File: src/rtl/viterbi_ctrl_213_if.sv
// Symbol-stream and traceback handshake bundle for the Viterbi frame controller.
interface viterbi_ctrl_213_if;
  logic       sym_valid;
  logic [1:0] sym_in;
  logic       sym_ready;
  logic       tb_busy;
  logic       tb_done;
  logic       tb_start;

  modport master (output sym_valid, sym_in, tb_busy, tb_done,
                  input  sym_ready, tb_start);
  modport slave  (input  sym_valid, sym_in, tb_busy, tb_done,
                  output sym_ready, tb_start);
endinterface

File: src/rtl/viterbi_ctrl_213.sv
// Viterbi frame controller: sequences metric init, L ACS stages, survivor writes and traceback.
// ae one cycle after each accepted symbol, sm_we one cycle later; sym_ready only while the frame is open.
module viterbi_ctrl_213 #(
  parameter int W       = 4,
  parameter int L       = 16,
  parameter int AW      = 4,
  parameter int NORM_TH = 2 ** (W - 1)
) (
  input  logic                clock,
  input  logic                reset,
  input  logic                enable,
  viterbi_ctrl_213_if.slave   bus,
  input  logic [W-1:0]        pm_min,
  output logic                init_pm,
  output logic [1:0]          sym_reg,
  output logic                ae,
  output logic                norm,
  output logic [W-1:0]        norm_val,
  output logic                sm_we,
  output logic [AW-1:0]       sm_waddr,
  output logic                frame_done,
  output logic                busy
);

  localparam logic [AW:0]   L_CNT     = (AW + 1)'(L);
  localparam logic [AW:0]   L_LAST    = (AW + 1)'(L - 1);
  localparam logic [AW-1:0] LAST_ADDR = AW'(L - 1);
  localparam logic [W:0]    TH        = (W + 1)'(NORM_TH);

  typedef enum logic [2:0] {IDLE, INIT, RUN, DRAIN, TBREQ, TBWAIT, DONE} state_t;

  state_t        state, state_nxt;
  logic [AW:0]   acc;
  logic [AW-1:0] ae_addr;
  logic          sym_ready_c;
  logic          tb_start_c;
  logic          hs;
  logic          last_we;

  // acc saturates at L because sym_ready is withheld once the frame is full
  assign sym_ready_c   = (state == RUN) && (acc < L_CNT);
  assign hs            = bus.sym_valid && sym_ready_c;
  assign last_we       = sm_we && (sm_waddr == LAST_ADDR);
  assign bus.sym_ready = sym_ready_c;
  assign bus.tb_start  = tb_start_c;

  assign busy     = (state != IDLE);
  assign norm     = ae && ({1'b0, pm_min} >= TH);
  assign norm_val = norm ? pm_min : '0;

  always_ff @(posedge clock) begin
    if (reset) begin
      state    <= IDLE;
      acc      <= '0;
      ae_addr  <= '0;
      sym_reg  <= '0;
      ae       <= 1'b0;
      sm_we    <= 1'b0;
      sm_waddr <= '0;
    end else begin
      state <= state_nxt;
      ae    <= hs;
      sm_we <= ae;
      if (state == INIT)
        acc <= '0;
      else if (hs)
        acc <= acc + 1'b1;
      if (hs) begin
        sym_reg <= bus.sym_in;
        ae_addr <= acc[AW-1:0];
      end
      if (ae)
        sm_waddr <= ae_addr;
    end
  end

  always_comb begin
    state_nxt  = state;
    init_pm    = 1'b0;
    tb_start_c = 1'b0;
    frame_done = 1'b0;
    case (state)
      IDLE:   if (enable) state_nxt = INIT;
      INIT: begin
        init_pm   = 1'b1;
        state_nxt = RUN;
      end
      RUN:    if (hs && (acc == L_LAST)) state_nxt = DRAIN;
      DRAIN:  if (last_we) state_nxt = TBREQ;
      TBREQ: begin
        if (!bus.tb_busy) begin
          tb_start_c = 1'b1;
          state_nxt  = TBWAIT;
        end
      end
      TBWAIT: if (bus.tb_done) state_nxt = DONE;
      DONE: begin
        frame_done = 1'b1;
        state_nxt  = enable ? INIT : IDLE;
      end
      default: state_nxt = IDLE;
    endcase
  end

endmodule

File: src/flat_wrapper.sv
// flat-port wrapper written by rule: the top's interface ports become plain ports
module viterbi_ctrl_213_flat 
#(
  parameter int W       = 4,
  parameter int L       = 16,
  parameter int AW      = 4,
  parameter int NORM_TH = 2 ** (W - 1)
)
  (clock, reset, enable, pm_min, init_pm, sym_reg, ae, norm, norm_val, sm_we, sm_waddr, frame_done, busy, bus_sym_valid, bus_sym_in, bus_tb_busy, bus_tb_done, bus_sym_ready, bus_tb_start);
  viterbi_ctrl_213_if bus_i ();
  input  logic clock;
  input  logic reset;
  input  logic enable;
  input  logic [W-1:0] pm_min;
  output logic init_pm;
  output logic [1:0] sym_reg;
  output logic ae;
  output logic norm;
  output logic [W-1:0] norm_val;
  output logic sm_we;
  output logic [AW-1:0] sm_waddr;
  output logic frame_done;
  output logic busy;
  input wire logic [$bits(bus_i.sym_valid)-1:0] bus_sym_valid;
  input wire logic [$bits(bus_i.sym_in)-1:0] bus_sym_in;
  input wire logic [$bits(bus_i.tb_busy)-1:0] bus_tb_busy;
  input wire logic [$bits(bus_i.tb_done)-1:0] bus_tb_done;
  output wire logic [$bits(bus_i.sym_ready)-1:0] bus_sym_ready;
  output wire logic [$bits(bus_i.tb_start)-1:0] bus_tb_start;
  assign bus_i.sym_valid = bus_sym_valid;
  assign bus_i.sym_in = bus_sym_in;
  assign bus_i.tb_busy = bus_tb_busy;
  assign bus_i.tb_done = bus_tb_done;
  assign bus_sym_ready = bus_i.sym_ready;
  assign bus_tb_start = bus_i.tb_start;
  viterbi_ctrl_213 #(.W(W), .L(L), .AW(AW), .NORM_TH(NORM_TH)) u_core (.clock(clock), .reset(reset), .enable(enable), .bus(bus_i), .pm_min(pm_min), .init_pm(init_pm), .sym_reg(sym_reg), .ae(ae), .norm(norm), .norm_val(norm_val), .sm_we(sm_we), .sm_waddr(sm_waddr), .frame_done(frame_done), .busy(busy));
endmodule
File: config.mk
export PLATFORM = sky130hd
export DESIGN_NAME = viterbi_ctrl_213_flat
export DESIGN_NICKNAME = d
export VERILOG_FILES = /design/src/rtl/viterbi_ctrl_213_if.sv /design/src/rtl/viterbi_ctrl_213.sv /design/src/flat_wrapper.sv
export SDC_FILE = /design/constraint.sdc
export NUM_CORES = 1
export LEC_CHECK = 0
export ABC_AREA = 0
export CELL_PAD_IN_SITES_DETAIL_PLACEMENT = 1
export CELL_PAD_IN_SITES_GLOBAL_PLACEMENT = 2
export CORE_MARGIN = 2
export CORE_UTILIZATION = 27
export CTS_CLUSTER_SIZE = 14
export DETAILED_ROUTE_END_ITERATION = 8
export PLACE_DENSITY_LB_ADDON = 0.1
export SYNTH_ARGS = -nofsm -noshare
export SYNTH_HDL_FRONTEND = slang
export SYNTH_SLANG_ARGS = --single-unit
File: constraint.sdc
create_clock -name clock -period 3.92 [get_ports clock]
set_clock_uncertainty 0.15 [all_clocks]
set_input_delay 0.98 -clock clock [delete_from_list [all_inputs] [get_ports clock]]
set_output_delay 0.98 -clock clock [all_outputs]
set_load 0.01 [all_outputs]
==> reports/results.tsv, run 1 <==
metric	value	unit
crit_path_end_kind	output pin	
fin_setup_tns	0	ns
drtIter0Drc	31	
post-route-min-period	3.33	ns
grt_first_pass_wirelength	3470	um
hold_violations	0	
fin_util	40.6	%
synth_top_cell_by_area	dfxtp_1	
h-tree-depth	1	
layout_common_cells	clkdlybuf4s50_1 (29), dfxtp_1 (20), nor2_1 (12), nand3_1 (11), a21oi_1 (9)	
rows	20	
r2r_end	u_core.state[0]	
startpoint	pm_min[3]	
slew_headroom	60.4	%
finalCritPeriodShare	84.9	%
syn_to_final_growth	40.9	%
ctsHoldBuffers	0	
rsz0062_at_grt	false	
grt_pass1_vias	783	
reg2reg_depth	7	
start_kind	input pin	
cts_tree	yes	
arrival	2.20	ns
numCtsBuffers	3	
power.density	346	nW/um^2
track_usage	12.4	%
drc_errors	0	
final_common_cell	clkdlybuf4s50_1	
p_leak	0.457	nW
hpwl	1600	um
final_antenna_net_count	0	
status	completed	
syn_area	902	um^2
synth_area_per_cell	8.76	um^2
hold_start	u_core.sym_reg[1]	
fmax	300	MHz
fp.coreArea	3130	um^2
finalSetupViolCount	0	
grt_max_degree	17	
required	2.79	ns
rrSetupSlack	2.17	ns
drv_cap	0	
die_w	61.8	um
wl	2090	um
grt_antenna_before_repair	0	
gp_congestion	0.761	
synth_top_area_share	44.4	%
largestRegisters	u_core.acc x5, u_core.ae_addr x4, u_core.sm_waddr x4	
post-cts-setup-buffer-count	0	
n_antenna_cell	0	
worstReg2RegStart	u_core.acc[0]	
dr.pass1.iters	3	
die-area	3820	um^2
largest_register_ffs	5	
worst_slew_pin_slew	0.592	ns
synth_warnings	0	
holdCritPathClass	register to register	
clk_pin_slew_worst_paths	0.12	ns
drive_above_1_share	6.87	%
overflow	0	
synth.yosys.seq_area_share	44.4	%
clock_path_buffers	2	
crit_fanout	5	
top_register	u_core.acc	
cp-endpoint	norm_val[1]	
routedWlPerCell	12.0	um
synth_cell_types	33	
maxSlewViolCount	0	
clock_tree.root_cell	clkbuf_4	
viasPerCell	4.70	
die_height	61.8	um
clock-sinks	20	
synth_nets	117	
clock_latency	0.30	ns
io_buffers	29	
io_pins	30	
critical_path_class	input pin to output pin	
irDropWorstVdd	0.000194	V
start_util	28.8	%
post_cts_resized	0	
synthCells	103	
synth-seq-cells	20	
vias	823	
nets	146	
synth_area_leaders	dfxtp_1 (44%), nand3_1 (6.1%), a21oi_1 (5.0%)	
==> how the worst min path moves through the flow <==
stage	endpoint	slack, ns	depth (start not counted)
2_1_floorplan	u_core.ae_addr[0]	0.28	2
3_3_place_gp	u_core.sym_reg[1]	0.30	2
3_5_place_dp	u_core.sym_reg[1]	0.30	2
4_1_cts	u_core.sym_reg[1]	0.32	2
5_1_grt	u_core.sym_reg[1]	0.34	2
6_report	u_core.sym_reg[1]	0.31	2
==> report_power, final <==
group          internal (mW)  leakage (nW)  switching, mW
sequential             0.208         0.162        0.00848
clock                  0.103        0.0279         0.0647
combinational         0.0319         0.267         0.0239
total                  0.343         0.457         0.0971
==> metal layers <==
metal  global-route usage, %  wire length [um]  vias up
met4                    3.65                19        0
met1                    15.6               998      386
met2                    20.2               982       20
li1                        -                 -      415
met3                    3.93                92        2
met5                       0                 0        -
==> stage by stage <==
step / total power [mW] / std cells / setup WS (ns) / instance area (um^2) / hold WS [ns]
2_1_floorplan: 0.250 / 103 / 1.46 / 902 / 0.280
3_3_place_gp: 0.277 / 171 / 0.624 / 1220 / 0.295
3_5_place_dp: 0.277 / 171 / 0.582 / 1220 / 0.298
4_1_cts: 0.450 / 175 / 0.577 / 1270 / 0.316
5_1_grt: 0.465 / 175 / 0.547 / 1270 / 0.337
6_report: 0.440 / 175 / 0.590 / 1270 / 0.313
==> logic make-up after synthesis <==
logic type                 share of synthesized area (%)
xor gates and xnor gates                            2.91
muxes                                               4.44
adders and majority gates                           2.77
buffers and inverters                               5.27
and+or+nand+nor                                     28.4
AOI/OAI and AO/OA                                   11.8
DFF                                                 44.4
==> worst max-delay path, stage by stage <==
cell and delay [ns]:
clkdlybuf4s50_1 0.51, and3_1 0.18, clkdlybuf4s50_1 0.53
==> synth_stat cells <==
library cell,count
nor3b_1,1
xor2_1,3
a31oi_1,1
inv_2,1
nor2b_1,1
nor2_1,12
clkbuf_1,2
a21oi_1,9
a211oi_1,1
nand3b_1,1
mux2i_1,4
buf_6,1
buf_4,1
o21ai_0,1
or3_1,1
a21o_1,1
o22ai_1,1
inv_1,2
dfxtp_1,20
a221oi_1,1
nand2b_1,1
buf_2,2
ha_1,2
nor4b_4,1
nor4_1,1
or2_2,1
nand3_1,11
nand2_2,1
nand2_1,8
o32a_1,2
and3_1,5
and2_1,2
or2_0,1
==> final cells by class <==
cell class	count	area (um^2)
Fill cell	385	1860
Multi-Input combinational cell	74	454
Sequential cell	20	400
Timing Repair Buffer	30	298
Tap cell	44	55.1
Clock inverter	1	30.0
Clock buffer	3	22.5
Inverter	3	11.3
Note: power is estimated with default switching activity, not from simulation.
==> inputs of run 2 (changes only) <==
- CORE_UTILIZATION: 27 -> 25
- clock period: 3.92 -> 3.35 ns (I/O delays scaled with it)
==> reports/results.tsv, run 2 (same netlist as run 1, synthesis figures left out) <==
metric	value	unit
status	completed	
fin_util	37.8	%
p_int	402	uW
drtIter0Drc	34	
p_switching	122	uW
finalCritPeriodShare	90.8	%
reg2reg_depth	5	
h-tree-depth	1	
clk_pin_slew_worst_paths	0.12	ns
slew_headroom	71.8	%
io_buffers	29	
power.density	409	nW/um^2
rsz0062_at_grt	false	
post_cts_resized	0	
hold-worst-slack	0.317	ns
combPwrFrac	12.8	%
overflow	0	
p_total	524	uW
critical_path_class	input pin to output pin	
largestRegisters	u_core.acc x5, u_core.ae_addr x4, u_core.sm_waddr x4	
rows	21	
cts_tree	yes	
clock_latency	0.31	ns
fmax	329	MHz
start_util	26.6	%
p_leak	0.462	nW
hpwl	1660	um
syn_to_final_growth	42.0	%
final_antenna_net_count	0	
drive_above_1_share	7.58	%
holdCritPathClass	register to register	
viasPerCell	4.60	
grt_antenna_before_repair	0	
numCtsBuffers	3	
fp.coreArea	3390	um^2
layout.cells.non_filler	178	
nets	147	
grt_pass1_vias	860	
worst_slew_pin_slew	0.421	ns
crit_path_end_kind	output pin	
layout_common_cells	clkdlybuf4s50_1 (29), dfxtp_1 (20), nor2_1 (12), nand3_1 (11), a21oi_1 (9)	
die_w	64.1	um
dr.pass1.iters	4	
clockPowerShare	38.9	%
ff_latch_area	400	um^2
arrival	2.05	ns
track_usage	11.9	%
n_antenna_cell	0	
pwr-share-seq	48.3	%
final_common_cell	clkdlybuf4s50_1	
cp_common_cell	clkdlybuf4s50_1	
hold_violations	0	
wl	2240	um
finalSetupViolCount	0	
cpPeakStageDelay	0.54	ns
worstReg2RegStart	u_core.state[1]	
vias	819	
top_register	u_core.acc	
nFillCells	399	
clock_path_buffers	2	
die-area	4100	um^2
startpoint	pm_min[3]	
die_height	64.1	um
io_pins	30	
grt_first_pass_wirelength	3900	um
routedWlPerCell	12.6	um
hold_start	u_core.ae_addr[0]	
irDropWorstVdd	0.000161	V
start_kind	input pin	
drv_cap	0	
post-route-min-period	3.04	ns
required	2.36	ns
fin_setup_tns	0	ns
gp_congestion	0.707	
grt_max_degree	17	
largest_register_ffs	5	
multiInputGateArea	454	um^2
dpl.cell_count	174	
clock-sinks	20	
post-cts-setup-buffer-count	0	
hold_depth	2	
drc_errors	0	
ctsHoldBuffers	0	
maxSlewViolCount	0	
switching_share	23.3	%
path_cells	clkdlybuf4s50_1 > and3_1 > clkdlybuf4s50_1	
clock_tree.root_cell	clkbuf_4	
cp_slowest_cell	clkdlybuf4s50_1	
crit_fanout	5	
run 2: final cells by class:
type,instances,area share (%)
Multi-Input combinational cell,74,35.4
Clock inverter,1,2.34
Inverter,3,0.879
Sequential cell,20,31.2
Timing Repair Buffer,31,23.8
Clock buffer,3,1.76
Tap cell,46,4.49
run 2: final timing paths:
check / slack, ns / endpoint
setup / recovery: 0.31 / norm_val[1]
hold / removal: 0.32 / u_core.ae_addr[0]
setup reg to reg: 1.60 / u_core.acc[4]
hold reg to reg: 0.32 / u_core.ae_addr[0]
run 2: power by group through the flow:
stage          sequential [mW]  combinational (mW)  clock [mW]
3_3_place_gp             0.258              0.0670           0
6_report                 0.253              0.0668       0.204
2_1_floorplan            0.251              0.0413           0
3_5_place_dp             0.259              0.0677           0
4_1_cts                  0.254              0.0681       0.211
5_1_grt                  0.255              0.0739       0.222
run 2: critical path, delay by kind of cell:
kind / cells / cell delay, ns
simple gates: 1 / 0.16
buf+inv: 2 / 1.05
run 2: layer usage:
metal  part of all wire (%)  global-route usage, %
met4                    1.8                   6.52
met3                    4.5                   2.11
met5                      0                      0
met2                     47                   19.8
met1                     47                   14.5
run 2: metrics by stage:
step / cell area [um^2] / worst slack (ns)
CTS: 1280 / 0.296
floorplan: 902 / 1.17
finish: 1280 / 0.308
global route: 1280 / 0.250
detailed placement: 1230 / 0.296
global placement: 1230 / 0.330
